### config.mk
export PLATFORM = sky130hd
export DESIGN_NAME = ps2_host_tx
export DESIGN_NICKNAME = d
export VERILOG_FILES = /design/src/rtl/ps2_host_tx.sv
export SDC_FILE = /design/constraint.sdc
export NUM_CORES = 1
export LEC_CHECK = 0
export BUFFER_PORTS_ARGS = -buffer_cell sky130_fd_sc_hd__buf_4
export CORE_MARGIN = 2
export CORE_UTILIZATION = 45
export CTS_BUF_LIST = sky130_fd_sc_hd__clkbuf_16
export DETAILED_ROUTE_END_ITERATION = 8
export PLACE_DENSITY_LB_ADDON = 0.25
export SYNTH_ARGS = -nofsm -noshare
export SYNTH_HDL_FRONTEND = slang
export SYNTH_SLANG_ARGS = --single-unit
### constraint.sdc
create_clock -name clk -period 2.55 [get_ports clk]
set_input_delay 0.3825 -clock clk [delete_from_list [all_inputs] [get_ports clk]]
set_output_delay 0.3825 -clock clk [all_outputs]
set_load 0.01 [all_outputs]
### src/rtl/ps2_host_tx.sv
// Host-to-device PS/2 transmitter: inhibits the clock, issues request-to-send,
// then shifts one odd-parity byte out on device clock falls and checks the ACK.
module ps2_host_tx #(
  parameter int CLK_HZ     = 14000000,
  parameter int INHIBIT_US = 100,
  parameter int TIMEOUT_US = 15000
) (
  input  logic       clk,
  input  logic       reset,
  input  logic [7:0] tx_data,
  input  logic       tx_start,
  output logic       tx_ready,
  output logic       tx_done,
  output logic       tx_ack_err,
  output logic       tx_timeout,
  output logic       rx_inhibit,
  input  logic       ps2_clk_in,
  input  logic       ps2_data_in,
  output logic       ps2_clk_oe,
  output logic       ps2_data_oe
);

  localparam int INHIBIT_CYC = CLK_HZ / 1000000 * INHIBIT_US;
  localparam int TIMEOUT_CYC = CLK_HZ / 1000000 * TIMEOUT_US;
  localparam int CNT_MAX     = (TIMEOUT_CYC > INHIBIT_CYC) ? TIMEOUT_CYC : INHIBIT_CYC;
  localparam int CNT_W       = $clog2(CNT_MAX + 1);

  localparam logic [CNT_W-1:0] INH_LAST = CNT_W'(INHIBIT_CYC - 1);
  localparam logic [CNT_W-1:0] TO_LAST  = CNT_W'(TIMEOUT_CYC - 1);

  typedef enum logic [2:0] {
    S_IDLE,
    S_INHIBIT,
    S_RTS,
    S_XFER,
    S_WAITIDLE
  } state_e;

  state_e           state_q, state_d;
  logic [CNT_W-1:0] cnt_q, cnt_d;
  logic [3:0]       bit_q, bit_d;
  logic [9:0]       shift_q, shift_d;
  logic             ack_q, ack_d;
  logic             clk_oe_q, clk_oe_d;
  logic             data_oe_q, data_oe_d;
  logic             done_q, done_d;
  logic             ack_err_q, ack_err_d;
  logic             timeout_q, timeout_d;
  logic             ready_q, ready_d;
  logic             inhibit_q, inhibit_d;

  logic clk_meta_q, clk_s_q, clk_prev_q;
  logic data_meta_q, data_s_q;
  logic fall;

  // Synchronisers idle high so leaving reset never fakes a falling edge.
  always_ff @(posedge clk) begin
    if (reset) begin
      clk_meta_q  <= 1'b1;
      clk_s_q     <= 1'b1;
      clk_prev_q  <= 1'b1;
      data_meta_q <= 1'b1;
      data_s_q    <= 1'b1;
    end else begin
      clk_meta_q  <= ps2_clk_in;
      clk_s_q     <= clk_meta_q;
      clk_prev_q  <= clk_s_q;
      data_meta_q <= ps2_data_in;
      data_s_q    <= data_meta_q;
    end
  end

  assign fall = clk_prev_q & ~clk_s_q;

  always_ff @(posedge clk) begin
    if (reset) begin
      state_q   <= S_IDLE;
      cnt_q     <= '0;
      bit_q     <= '0;
      shift_q   <= '0;
      ack_q     <= 1'b0;
      clk_oe_q  <= 1'b0;
      data_oe_q <= 1'b0;
      done_q    <= 1'b0;
      ack_err_q <= 1'b0;
      timeout_q <= 1'b0;
      ready_q   <= 1'b1;
      inhibit_q <= 1'b0;
    end else begin
      state_q   <= state_d;
      cnt_q     <= cnt_d;
      bit_q     <= bit_d;
      shift_q   <= shift_d;
      ack_q     <= ack_d;
      clk_oe_q  <= clk_oe_d;
      data_oe_q <= data_oe_d;
      done_q    <= done_d;
      ack_err_q <= ack_err_d;
      timeout_q <= timeout_d;
      ready_q   <= ready_d;
      inhibit_q <= inhibit_d;
    end
  end

  // Next-state and registered-output logic; the shift register holds
  // {stop, parity, data} and presents the next bit to drive at bit 0.
  always_comb begin
    state_d   = state_q;
    cnt_d     = cnt_q;
    bit_d     = bit_q;
    shift_d   = shift_q;
    ack_d     = ack_q;
    clk_oe_d  = clk_oe_q;
    data_oe_d = data_oe_q;
    done_d    = 1'b0;
    ack_err_d = 1'b0;
    timeout_d = 1'b0;

    case (state_q)
      S_IDLE: begin
        clk_oe_d  = 1'b0;
        data_oe_d = 1'b0;
        if (tx_start) begin
          shift_d  = {1'b1, ~^tx_data, tx_data};
          cnt_d    = '0;
          bit_d    = '0;
          clk_oe_d = 1'b1;
          state_d  = S_INHIBIT;
        end
      end
      S_INHIBIT: begin
        if (cnt_q == INH_LAST) begin
          data_oe_d = 1'b1;
          state_d   = S_RTS;
        end else begin
          cnt_d = cnt_q + 1'b1;
        end
      end
      S_RTS: begin
        clk_oe_d = 1'b0;
        cnt_d    = '0;
        state_d  = S_XFER;
      end
      S_XFER: begin
        if (fall) begin
          cnt_d = '0;
          bit_d = bit_q + 4'd1;
          if (bit_q == 4'd10) begin
            ack_d     = data_s_q;
            data_oe_d = 1'b0;
            state_d   = S_WAITIDLE;
          end else begin
            data_oe_d = ~shift_q[0];
            shift_d   = {1'b0, shift_q[9:1]};
          end
        end else if (cnt_q == TO_LAST) begin
          clk_oe_d  = 1'b0;
          data_oe_d = 1'b0;
          timeout_d = 1'b1;
          state_d   = S_IDLE;
        end else begin
          cnt_d = cnt_q + 1'b1;
        end
      end
      S_WAITIDLE: begin
        if (clk_s_q && data_s_q) begin
          done_d    = 1'b1;
          ack_err_d = ack_q;
          state_d   = S_IDLE;
        end else if (fall) begin
          cnt_d = '0;
        end else if (cnt_q == TO_LAST) begin
          clk_oe_d  = 1'b0;
          data_oe_d = 1'b0;
          timeout_d = 1'b1;
          state_d   = S_IDLE;
        end else begin
          cnt_d = cnt_q + 1'b1;
        end
      end
      default: begin
        clk_oe_d  = 1'b0;
        data_oe_d = 1'b0;
        state_d   = S_IDLE;
      end
    endcase

    ready_d   = (state_d == S_IDLE);
    inhibit_d = (state_d != S_IDLE);
  end

  assign tx_ready    = ready_q;
  assign tx_done     = done_q;
  assign tx_ack_err  = ack_err_q;
  assign tx_timeout  = timeout_q;
  assign rx_inhibit  = inhibit_q;
  assign ps2_clk_oe  = clk_oe_q;
  assign ps2_data_oe = data_oe_q;

endmodule

# ---- After elaboration in Yosys (flattened, before gate mapping)
# Index checks and enable logic that the tools add are counted.
dict set report totals {
  output_inout_bits 7
  inputBits 13
  register_bits 48
  wordCells 93
}
dict set report op_classes {
  bitwise 7
  muxes 38
  reduce_logical 15
  n_eq_ne 14
  addsub 2
}
# cell n
set op_table {}
lappend op_table {{18-bit 2-to-1 mux} 5}
lappend op_table {{18-bit one-hot mux with 5 select lines} 1}
lappend op_table {{10-bit 2-to-1 mux} 3}
lappend op_table {{3-bit 2-to-1 mux} 7}
lappend op_table {{10-bit one-hot mux with 2 select lines} 1}
lappend op_table {{18-bit by 1-bit adder with 18-bit output, second input constant} 1}
lappend op_table {{18-bit by 11-bit equality test with 1-bit output, second input constant} 1}
lappend op_table {{18-bit equality test, second input constant} 1}
lappend op_table {{3-bit one-hot mux with 5 select lines} 1}
lappend op_table {{1-bit 2-to-1 mux} 14}
lappend op_table {{2-bit != test, second input constant} 7}
lappend op_table {{4-bit AND reduction} 3}
lappend op_table {{4-bit 2-to-1 mux} 2}
lappend op_table {{1-bit one-hot mux with 4 select lines} 2}
lappend op_table {{4-bit one-hot mux with 2 select lines} 1}
lappend op_table {{8-bit XNOR reduction} 1}
lappend op_table {{3-bit by 2-bit equality test with 1-bit output, second input constant} 2}
lappend op_table {{3-bit zero test} 2}
lappend op_table {{1-bit inverter} 6}
lappend op_table {{3-bit AND reduction} 2}
lappend op_table {{5-bit nonzero test} 1}
lappend op_table {{4-bit by 1-bit adder with 4-bit output, second input constant} 1}
lappend op_table {{4-bit equality test, second input constant} 1}
lappend op_table {{3-bit by 1-bit equality test with 1-bit output, second input constant} 1}
lappend op_table {{other kinds (9)} 9}

# ---- Longest topological paths before layout
# Gate-level depths: netlist (run 1).
dict set report depth {
  word_depth 6
  depth_mapped 8
  depth_no_buf 7
}

# ---- Least setup slack after synthesis (run 1)
# Ideal clock, no wire load.
dict set report synth_timing {
  kind {reg-to-reg}
  from {register cnt_q[0]}
  to {register cnt_q[13]}
  setup_time_ns 0.070
  setup_slack_ns 0.733
  arrival_time_ns 1.747
  t_required_ns 2.480
  stages_incl_launch_ff 7
  synth_period_minus_slack_ns 1.817
  n_path_buf 0
  cell_sequence {dfxtp_1 -> ha_1 -> nor4bb_1 -> and3_1 -> a31o_1 -> or4_1 -> a21oi_1}
}
dict set report synth_between {
  elab_chain_cells 5
  elab_cells_between_ends 10
  cone_classes {add/sub: 1; eq/ne: 3; mux: 5; reduce/logical: 1}
}
# item line
set synth_rtl {}
lappend synth_rtl {{start: declaration} 40} ;# logic [CNT_W-1:0] cnt_q, cnt_d;
lappend synth_rtl {{start signal: assignment} 91} ;# cnt_q <= cnt_d;
lappend synth_rtl {{18-bit by 1-bit adder with 18-bit output / 18-bit equality test (equally long branches)} n/a}
lappend synth_rtl {{18-bit 2-to-1 mux} {156, 172}}
lappend synth_rtl {{18-bit 2-to-1 mux} 145} ;# if (fall) begin
lappend synth_rtl {{18-bit 2-to-1 mux} 166} ;# if (clk_s_q && data_s_q) begin
lappend synth_rtl {{18-bit one-hot mux with 5 select lines} 119} ;# case (state_q)
# Several ways; a longest one is shown, not always the timed one. The select of a mux whose other input is x is not followed.
# A chain may end at the register's enable or synchronous reset.

# ---- Worst setup path after layout (run 1)
dict set report layout_timing {
  from {register state_q[2]}
  to {register cnt_q[15]}
}
dict set report layout_between {
  elab_chain_cells 3
  elab_cells_between_ends 11
  cone_classes {eq/ne: 7; mux: 1; reduce/logical: 3}
}
# item line
set layout_rtl {}
lappend layout_rtl {{start: declaration} 39} ;# state_e state_q, state_d;
lappend layout_rtl {{start signal: assignment} 90} ;# state_q <= state_d;
lappend layout_rtl {{3-bit equality test (tied with other cells)} 119}
lappend layout_rtl {{5-bit nonzero test (no source line) / 2-bit != test (equally long branches)} n/a}
lappend layout_rtl {{4-bit AND reduction (no source line)} n/a}
# Several ways; a longest one is shown, not always the timed one.

==> results of run 1 <==
[power breakdown]
| part | internal (uW) | total, uW | switching (uW) |
|---|---|---|---|
| clock network | 461 | 745 | 284 |
| registers | 775 | 792 | 16.9 |
| logic | 69.4 | 157 | 87.5 |
[per-layer routing]
metal,GRT usage,up-vias,wire (microns)
li1,-,1135,-
met1,0.2763,1048,2639
met2,0.2784,52,2367
met3,0.04138,5,278
met4,0.05614,0,54
met5,0,-,0
[state kept, by name (all words and copies together) (netlist names), 3 cells and up]
| signal | count |
|---|---|
| cnt_q | 18 |
| shift_q | 10 |
| bit_q | 4 |
| state_q | 3 |
[worst register-to-register path, cell delays in order (launching register included)]
cell,delay [ns]
dfxtp_1,0.55
nor3b_4,0.36
a2bb2oi_1,0.15
a31o_1,0.44
or4_1,0.59
a21oi_1,0.16
[worst min-delay path by stage]
stage,from,end,slack [ns],cells past startpoint
floorplan,clk_meta_q,clk_s_q,0.39,1
global placement,clk_meta_q,clk_s_q,0.39,1
detailed placement,clk_meta_q,clk_s_q,0.40,1
CTS,ps2_data_in,data_meta_q,0.27,2
global route,ps2_data_in,data_meta_q,0.27,2
finish,ps2_data_in,data_meta_q,0.27,2
[per-stage QoR]
stage	cell area, sq um	total power, uW	hold WS, ns	util
2_1_floorplan	2491	919.0	0.3895	-
3_3_place_gp	2685	962.6	0.3935	0.4937
3_5_place_dp	2685	965.3	0.4031	0.4937
4_1_cts	2853	1709	0.2705	0.5245
5_1_grt	2853	1758	0.2673	0.5245
6_report	2853	1693	0.2733	0.5245
[synth_stat cells, types with 5 or more instances]
master     n
or3_1      7
a21oi_1   22
a311oi_1   9
a31oi_1    6
and3_1     6
or2_2      6
nor3_1     8
nand4_1    8
nor2_1    23
nand3_1   12
clkbuf_1  10
xnor2_1    7
mux2i_1    5
o21ai_0   11
nand2b_1   8
or4_1      5
dfxtp_1   48
nand2_1   40
[final cells by class]
type	count	area [sq um]
fillers	538	2586
multi-input cells	235	1443
flip-flops and latches	48	960.9
repair buffers	24	180.2
clock buffers	5	125.1
well taps	72	90.09
clock inverters	3	42.54
inverters	3	11.26
[cell families after synthesis]
logic type | count (synthesis)
DFF | 48
muxes | 5
adders and majority gates | 3
buffers and inverters | 19
AOI/OAI and AO/OA | 70
xor gates and xnor gates | 9
and+or+nand+nor | 148
==> metrics.cfg, run 1 <==
[synthesis]
synth_xor_area_frac = 0.03164
synth_seq_area_share = 0.3857
synth_top_family_by_area = simple AND/OR/NAND/NOR gates
syn_nets = 318
yosysTopAreaCellShare = 0.3857
ys_types = 52
synth-simple-area-share = 0.3290
yosys.area.top_type = dfxtp_1
synthCells = 302
synth_fa_ha_area_frac = 0.01507
synthMuxAreaShare = 0.02009
synth_compound_area_frac = 0.1833
synth_ff_type = dfxtp_1
synth_edf_count = 0
syn_area_sq_um = 2491
yosysWarnings = 0
syn_avg_cell_area_sq_um = 8.249
async_flop_share = 0
ys_ff_latch = 48
synth_area_leaders = dfxtp_1, nand2_1, a21oi_1

[place]
dp_hpwl_microns = 3747
place_congestion = 0.8548
io_buffers = 19
dp_slack_ns = 0.2901
place_inst = 382

[critical_path]
crit_chain = nor3b_4 -> a2bb2oi_1 -> a31o_1 -> or4_1 -> a21oi_1
cp.required_ns = 2.76
r2r_cells = 5
critPathLaunchType = flop
r2r-end = cnt_q[15]
reg2reg_slack_ns = 0.24
path_buf_inv = 0
crit_fanout = 25
crit_cells = 5
critPathTopFamily = simple AND/OR/NAND/NOR gates
regToRegStartpoint = state_q[2]
criticalPathCategory = reg2reg
crit_arrival_ns = 2.52
cpMaxStageDelayCell = or4_1
crit_path_start = state_q[2]
cp-endpoint = cnt_q[15]
cpPeakStageDelay_ns = 0.59
end_kind = flop

[run_status]
status = complete, no violations

[sta]
fin_crit_ns = 2.307
worst_pin_slew_ns = 0.6846
setup_violations = 0
setup_slack_ns = 0.2433
worst_clock_skew_ns = 0.006878
max-slew-margin-rel = 0.5436
max_clock_freq_mhz = 433.5
finalHoldViolCount = 0
post-route-period-util = 0.9046
rsz0062_at_grt = false
slew_viol_final = 0
tns_ns = 0

[detailed_routing]
viasPerCell = 5.744
dr_total_vias = 2240
detail_route.first_pass.iterations = 4
wl_per_cell_microns = 13.69
drc_errors = 0
routed_wirelength_microns = 5340
ant_nets = 0
drtIter0Drc = 250

[clocking]
clkTransAtPathRegs_ns = 0.07
clk_latency_ns = 0.29
clk_path_buf_depth = 2
cts_resized = 0
cts_setup_buffers = 0
cts_tree = built
cts-root-buf = clkbuf_16
cts.htree.levels = 2
ctsHoldBuffers = 0
cts_num_sinks = 48
cts_made_buffers = 5

[global_route]
grt_pass1_wl_microns = 9390
grt_pass1_vias = 1991
overflow = 0
grt_max_degree = 36
grt.total_usage = 0.1890
antenna_found_initial = 0

[cells_and_area]
syn_to_final_growth_pct = 14.52
fin_cells = 390
layout_commonest_cell = dfxtp_1
diodes = 0
drive_gt1_frac = 0.1321
nNetsFinal = 333
most-common-layout-cells = dfxtp_1, nand2_1, buf_4, nor2_1, a21oi_1

[power]
powerDensity_nw_per_um2 = 593.5
ir_worst_vdd_mv = 0.5639
leakagePower_uw = 0.001036

[run]
maxCapViolCount = 0

[worst_hold_path]
worstHoldPathType = in2reg

[floorplan]
die-area_sq_um = 6147
die_w_microns = 78.41
fp.dieH_microns = 78.41
top_level_ports = 20
core_area_sq_um = 5439
rows = 27
initial_utilization = 0.4580

Note: power is estimated with default switching activity, not from simulation.
==> run 2: changes to the inputs <==
--- a/config.mk
+++ b/config.mk
@@ -11,6 +11,7 @@
 export CTS_BUF_LIST = sky130_fd_sc_hd__clkbuf_16
 export DETAILED_ROUTE_END_ITERATION = 8
 export PLACE_DENSITY_LB_ADDON = 0.25
+export RECOVER_POWER = 50
 export SYNTH_ARGS = -nofsm -noshare
 export SYNTH_HDL_FRONTEND = slang
 export SYNTH_SLANG_ARGS = --single-unit
==> run 2 against run 1 <==
First-iteration DRC count up 2.4%; clock power shrank 0.7%; register-to-register slack about the same; critical path type unchanged.
==> metrics.cfg, run 2 (synthesized netlist as in run 1, its figures left out) <==
[cells_and_area]
drive_gt1_frac = 0.1006
top_regs = cnt_q: 18 flops, shift_q: 10 flops, bit_q: 4 flops
multi_input_area_sq_um = 1443
layout_commonest_cell = dfxtp_1
most-common-layout-cells = dfxtp_1, nand2_1, nor2_1, a21oi_1, buf_4
stdcell_area_sq_um = 2813
diodes = 0
largest_register_ff_count = 18
regMostFlops = cnt_q
nNetsFinal = 333
regArea_sq_um = 960.9
fillers = 547
syn_to_final_growth_pct = 12.91

[floorplan]
fp.dieH_microns = 78.41
top_level_ports = 20
initial_utilization = 0.4580
rows = 27
die-area_sq_um = 6147
die_w_microns = 78.41
core_area_sq_um = 5439

[detailed_routing]
wl_per_cell_microns = 13.71
drtIter0Drc = 256
drc_errors = 0
dr_total_vias = 2262
ant_nets = 0
routed_wirelength_microns = 5345
detail_route.first_pass.iterations = 4
viasPerCell = 5.800

[clocking]
clk_path_buf_depth = 2
clkTransAtPathRegs_ns = 0.07
clk_latency_ns = 0.29
cts_made_buffers = 5
cts_resized = 0
cts.htree.levels = 2
cts_tree = built
cts_num_sinks = 48
ctsHoldBuffers = 0
cts_setup_buffers = 0
cts-root-buf = clkbuf_16

[critical_path]
critPathLaunchType = flop
crit_chain = nor3b_4 -> a2bb2oi_1 -> a31o_1 -> or4_1 -> a21oi_1
critPathTopFamily = simple AND/OR/NAND/NOR gates
end_kind = flop
path_buf_inv = 0
crit_fanout = 25
cpPeakStageDelay_ns = 0.59
cp.required_ns = 2.76
criticalPathCategory = reg2reg
crit_arrival_ns = 2.51
cpMaxStageDelayCell = or4_1

[place]
place_congestion = 0.8548
dp_hpwl_microns = 3747
placed_cell_area_sq_um = 2685
io_buffers = 19

[sta]
max_clock_freq_mhz = 435.2
slew_viol_final = 0
setup_violations = 0
post-route-period-util = 0.9010
fin_crit_ns = 2.298
tns_ns = 0
finalHoldViolCount = 0
rsz0062_at_grt = false
max-slew-margin-rel = 0.02708
worst_clock_skew_ns = 0.006283
worst_pin_slew_ns = 1.459

[global_route]
grt.total_usage = 0.1890
overflow = 0
antenna_found_initial = 0
grt_pass1_vias = 1991
grt_pass1_wl_microns = 9390
grt_max_degree = 36

[power]
powerDensity_nw_per_um2 = 598.7
ir_worst_vdd_mv = 0.5605
leakagePower_uw = 0.0009929

[run_status]
status = complete, no violations

[run]
maxCapViolCount = 0

[worst_hold_path]
worstHoldPathType = in2reg

run 2: cell count changes in the layout (fill, tap and decap cells not counted):
| cell | change |
|---|---|
| buf_4 | -11 |
| clkbuf_2 | +1 |
| clkbuf_1 | +10 |
| and2_1 | -2 |
| and2_0 | +2 |
run 2: routing by layer:
layer | global-route usage | wire (microns) | vias up
met1 | 0.2763 | 2645 | 1075
met5 | 0 | 0 | -
met2 | 0.2784 | 2417 | 47
met4 | 0.05614 | 31 | 0
li1 | - | - | 1137
met3 | 0.04138 | 251 | 3
run 2: path summary, 6_finish.rpt:
check                   start          end  slack, ns  depth (start not counted)
setup / recovery   state_q[2]    cnt_q[15]       0.25                          5
hold / removal    ps2_data_in  data_meta_q       0.27                          2
setup reg to reg   state_q[2]    cnt_q[15]       0.25                          5
hold reg to reg   data_meta_q     data_s_q       0.42                          1
run 2: area by class of cell:
type,instances,share of cell area
clock buffer,5,0.04448
timing repair buffer,24,0.04982
sequential,48,0.3416
inverter,3,0.004004
tap,72,0.03203
clock inverter,3,0.01512
multi-input combinational,235,0.5129
run 2: power breakdown:
group | internal, uW | total [uW] | switching [uW]
clock | 461 | 740 | 279
combinational | 65.1 | 153 | 87.7
sequential | 775 | 792 | 16.8
run 2: through the flow:
| step | power [uW] | setup slack (ns) | instances | util | hold WS [ns] |
|---|---|---|---|---|---|
| after floorplan | 919.0 | 0.7331 | 302 | - | 0.3895 |
| after global placement | 962.6 | 0.3722 | 382 | 0.4937 | 0.3935 |
| after detailed placement | 965.3 | 0.2901 | 382 | 0.4937 | 0.4031 |
| after CTS | 1709 | 0.2574 | 390 | 0.5245 | 0.2705 |
| after global routing | 1754 | 0.04383 | 390 | 0.5171 | 0.2673 |
| final | 1684 | 0.2523 | 390 | 0.5171 | 0.2739 |
==> run 3: changes to the inputs <==
--- a/config.mk
+++ b/config.mk
@@ -6,8 +6,9 @@
 export NUM_CORES = 1
 export LEC_CHECK = 0
 export BUFFER_PORTS_ARGS = -buffer_cell sky130_fd_sc_hd__buf_4
+export CORE_ASPECT_RATIO = 0.75
 export CORE_MARGIN = 2
-export CORE_UTILIZATION = 45
+export CORE_UTILIZATION = 29
 export CTS_BUF_LIST = sky130_fd_sc_hd__clkbuf_16
 export DETAILED_ROUTE_END_ITERATION = 8
 export PLACE_DENSITY_LB_ADDON = 0.25
==> run 3 against run 2 <==
The flow now finishes with violations (max-capacitance violations, max-slew violations); critical path type unchanged; routed wire length rose by 8.5%; die area rose by 52%; sequential share of layout area fell by 0.54 points.
==> metrics.cfg, run 3 (synthesized netlist as in run 1, its figures left out) <==
[run_status]
violations = max-capacitance violations, max-slew violations
status = complete, but fails checks

[cells_and_area]
fillers = 885
regMostFlops = cnt_q
final_util = 0.3395
regArea_sq_um = 960.9
top_regs = cnt_q: 18 flops, shift_q: 10 flops, bit_q: 4 flops
multi_input_area_sq_um = 1436
most-common-layout-cells = dfxtp_1, nand2_1, nor2_1, a21oi_1, buf_4
syn_to_final_growth_pct = 14.72
layout_commonest_cell = dfxtp_1
nNetsFinal = 334
drive_gt1_frac = 0.1003
largest_register_ff_count = 18
diodes = 0
fin_cells = 427

[sta]
slew_viol_final = 36
whs_ns = 0.2813
post-route-period-util = 0.9221
worst_pin_slew_ns = 1.517
max_clock_freq_mhz = 425.3
setup_slack_ns = 0.1986
setup_violations = 0
worst_clock_skew_ns = 0.002827
finalHoldViolCount = 0
tns_ns = 0
fin_crit_ns = 2.351
max-slew-margin-rel = -0.01152
rsz0062_at_grt = false

[global_route]
grt_pass1_wl_microns = 10140
overflow = 0
grt_max_degree = 36
grt.total_usage = 0.1280
antenna_found_initial = 0
grt_pass1_vias = 2025

[run]
maxCapViolCount = 1

[clocking]
clk_path_buf_depth = 2
clk_latency_ns = 0.28
cts_tree = built
clkTransAtPathRegs_ns = 0.07
cts_made_buffers = 5
ctsHoldBuffers = 0
cts_num_sinks = 48
cts_resized = 0
cts-root-buf = clkbuf_16
cts.htree.levels = 2
cts_setup_buffers = 0

[floorplan]
fp.dieH_microns = 84.27
rows = 29
die-area_sq_um = 9355
top_level_ports = 20
initial_utilization = 0.2959
die_w_microns = 111.0
core_area_sq_um = 8418

[critical_path]
criticalPathCategory = reg2reg
crit_arrival_ns = 2.56
reg2reg_slack_ns = 0.20
critPathLaunchType = flop
end_kind = flop
r2r_cells = 5
crit_fanout = 25
cp.required_ns = 2.76

[power]
powerDensity_nw_per_um2 = 589.1
ir_worst_vdd_mv = 0.4056
leakagePower_uw = 0.0009941

[detailed_routing]
detail_route.first_pass.iterations = 6
dr_total_vias = 2219
ant_nets = 0
viasPerCell = 5.197
wl_per_cell_microns = 13.58
drtIter0Drc = 215
routed_wirelength_microns = 5799
drc_errors = 0

[place]
place_congestion = 0.7954
io_buffers = 19
dp_slack_ns = 0.2451
place_inst = 419
dp_hpwl_microns = 4154

[worst_hold_path]
worstHoldPathType = in2reg
hold_depth = 2

[run 3: cell types whose count changed in the layout (fill, tap and decap cells not counted), sizes merged]
cell / previous run / this run
buf: 13 / 14
clkinv: 2 / 1
clkinvlp: 0 / 1
[run 3: worst paths after layout]
path | from | to
worst min register to register | clk_meta_q | clk_s_q
worst max register to register | state_q[2] | cnt_q[13]
worst max-delay path | state_q[2] | cnt_q[13]
worst min-delay path | ps2_data_in | data_meta_q
[run 3: power by group]
| group | total (uW) | switching (uW) | internal [uW] |
|---|---|---|---|
| Clock | 736 | 275 | 461 |
| Sequential | 792 | 17.2 | 775 |
| Combinational | 156 | 89.8 | 65.9 |
| Total | 1680 | 382 | 1300 |
[run 3: layout make-up]
| class | instances | area share |
|---|---|---|
| tap | 108 | 0.04729 |
| inverter | 3 | 0.003940 |
| multi-input combinational | 235 | 0.5026 |
| clock inverter | 3 | 0.01489 |
| clock buffer | 5 | 0.04378 |
| timing repair buffer | 25 | 0.05123 |
| sequential | 48 | 0.3363 |
[run 3: worst max-delay path, stage by stage (launching register included)]
cell and delay, ns:
dfxtp_1 0.58, nor3b_4 0.38, a2bb2oi_1 0.15, a31o_1 0.44
or4_1 0.58, a21oi_1 0.15
[run 3: routing by layer]
| metal | track usage | part of all wire | vias to the layer above |
|---|---|---|---|
| met2 | 0.1701 | 0.38 | 51 |
| li1 | - | - | 1140 |
| met3 | 0.02238 | 0.049 | 6 |
| met5 | 0 | 0 | - |
| met1 | 0.2086 | 0.56 | 1022 |
| met4 | 0.03030 | 0.012 | 0 |
[run 3: metrics by stage]
stage	total power, uW	area (sq um)
2_1_floorplan	919.0	2491
3_3_place_gp	965.4	2738
3_5_place_dp	966.6	2738
4_1_cts	1707	2905
5_1_grt	1757	2858
6_report	1684	2858
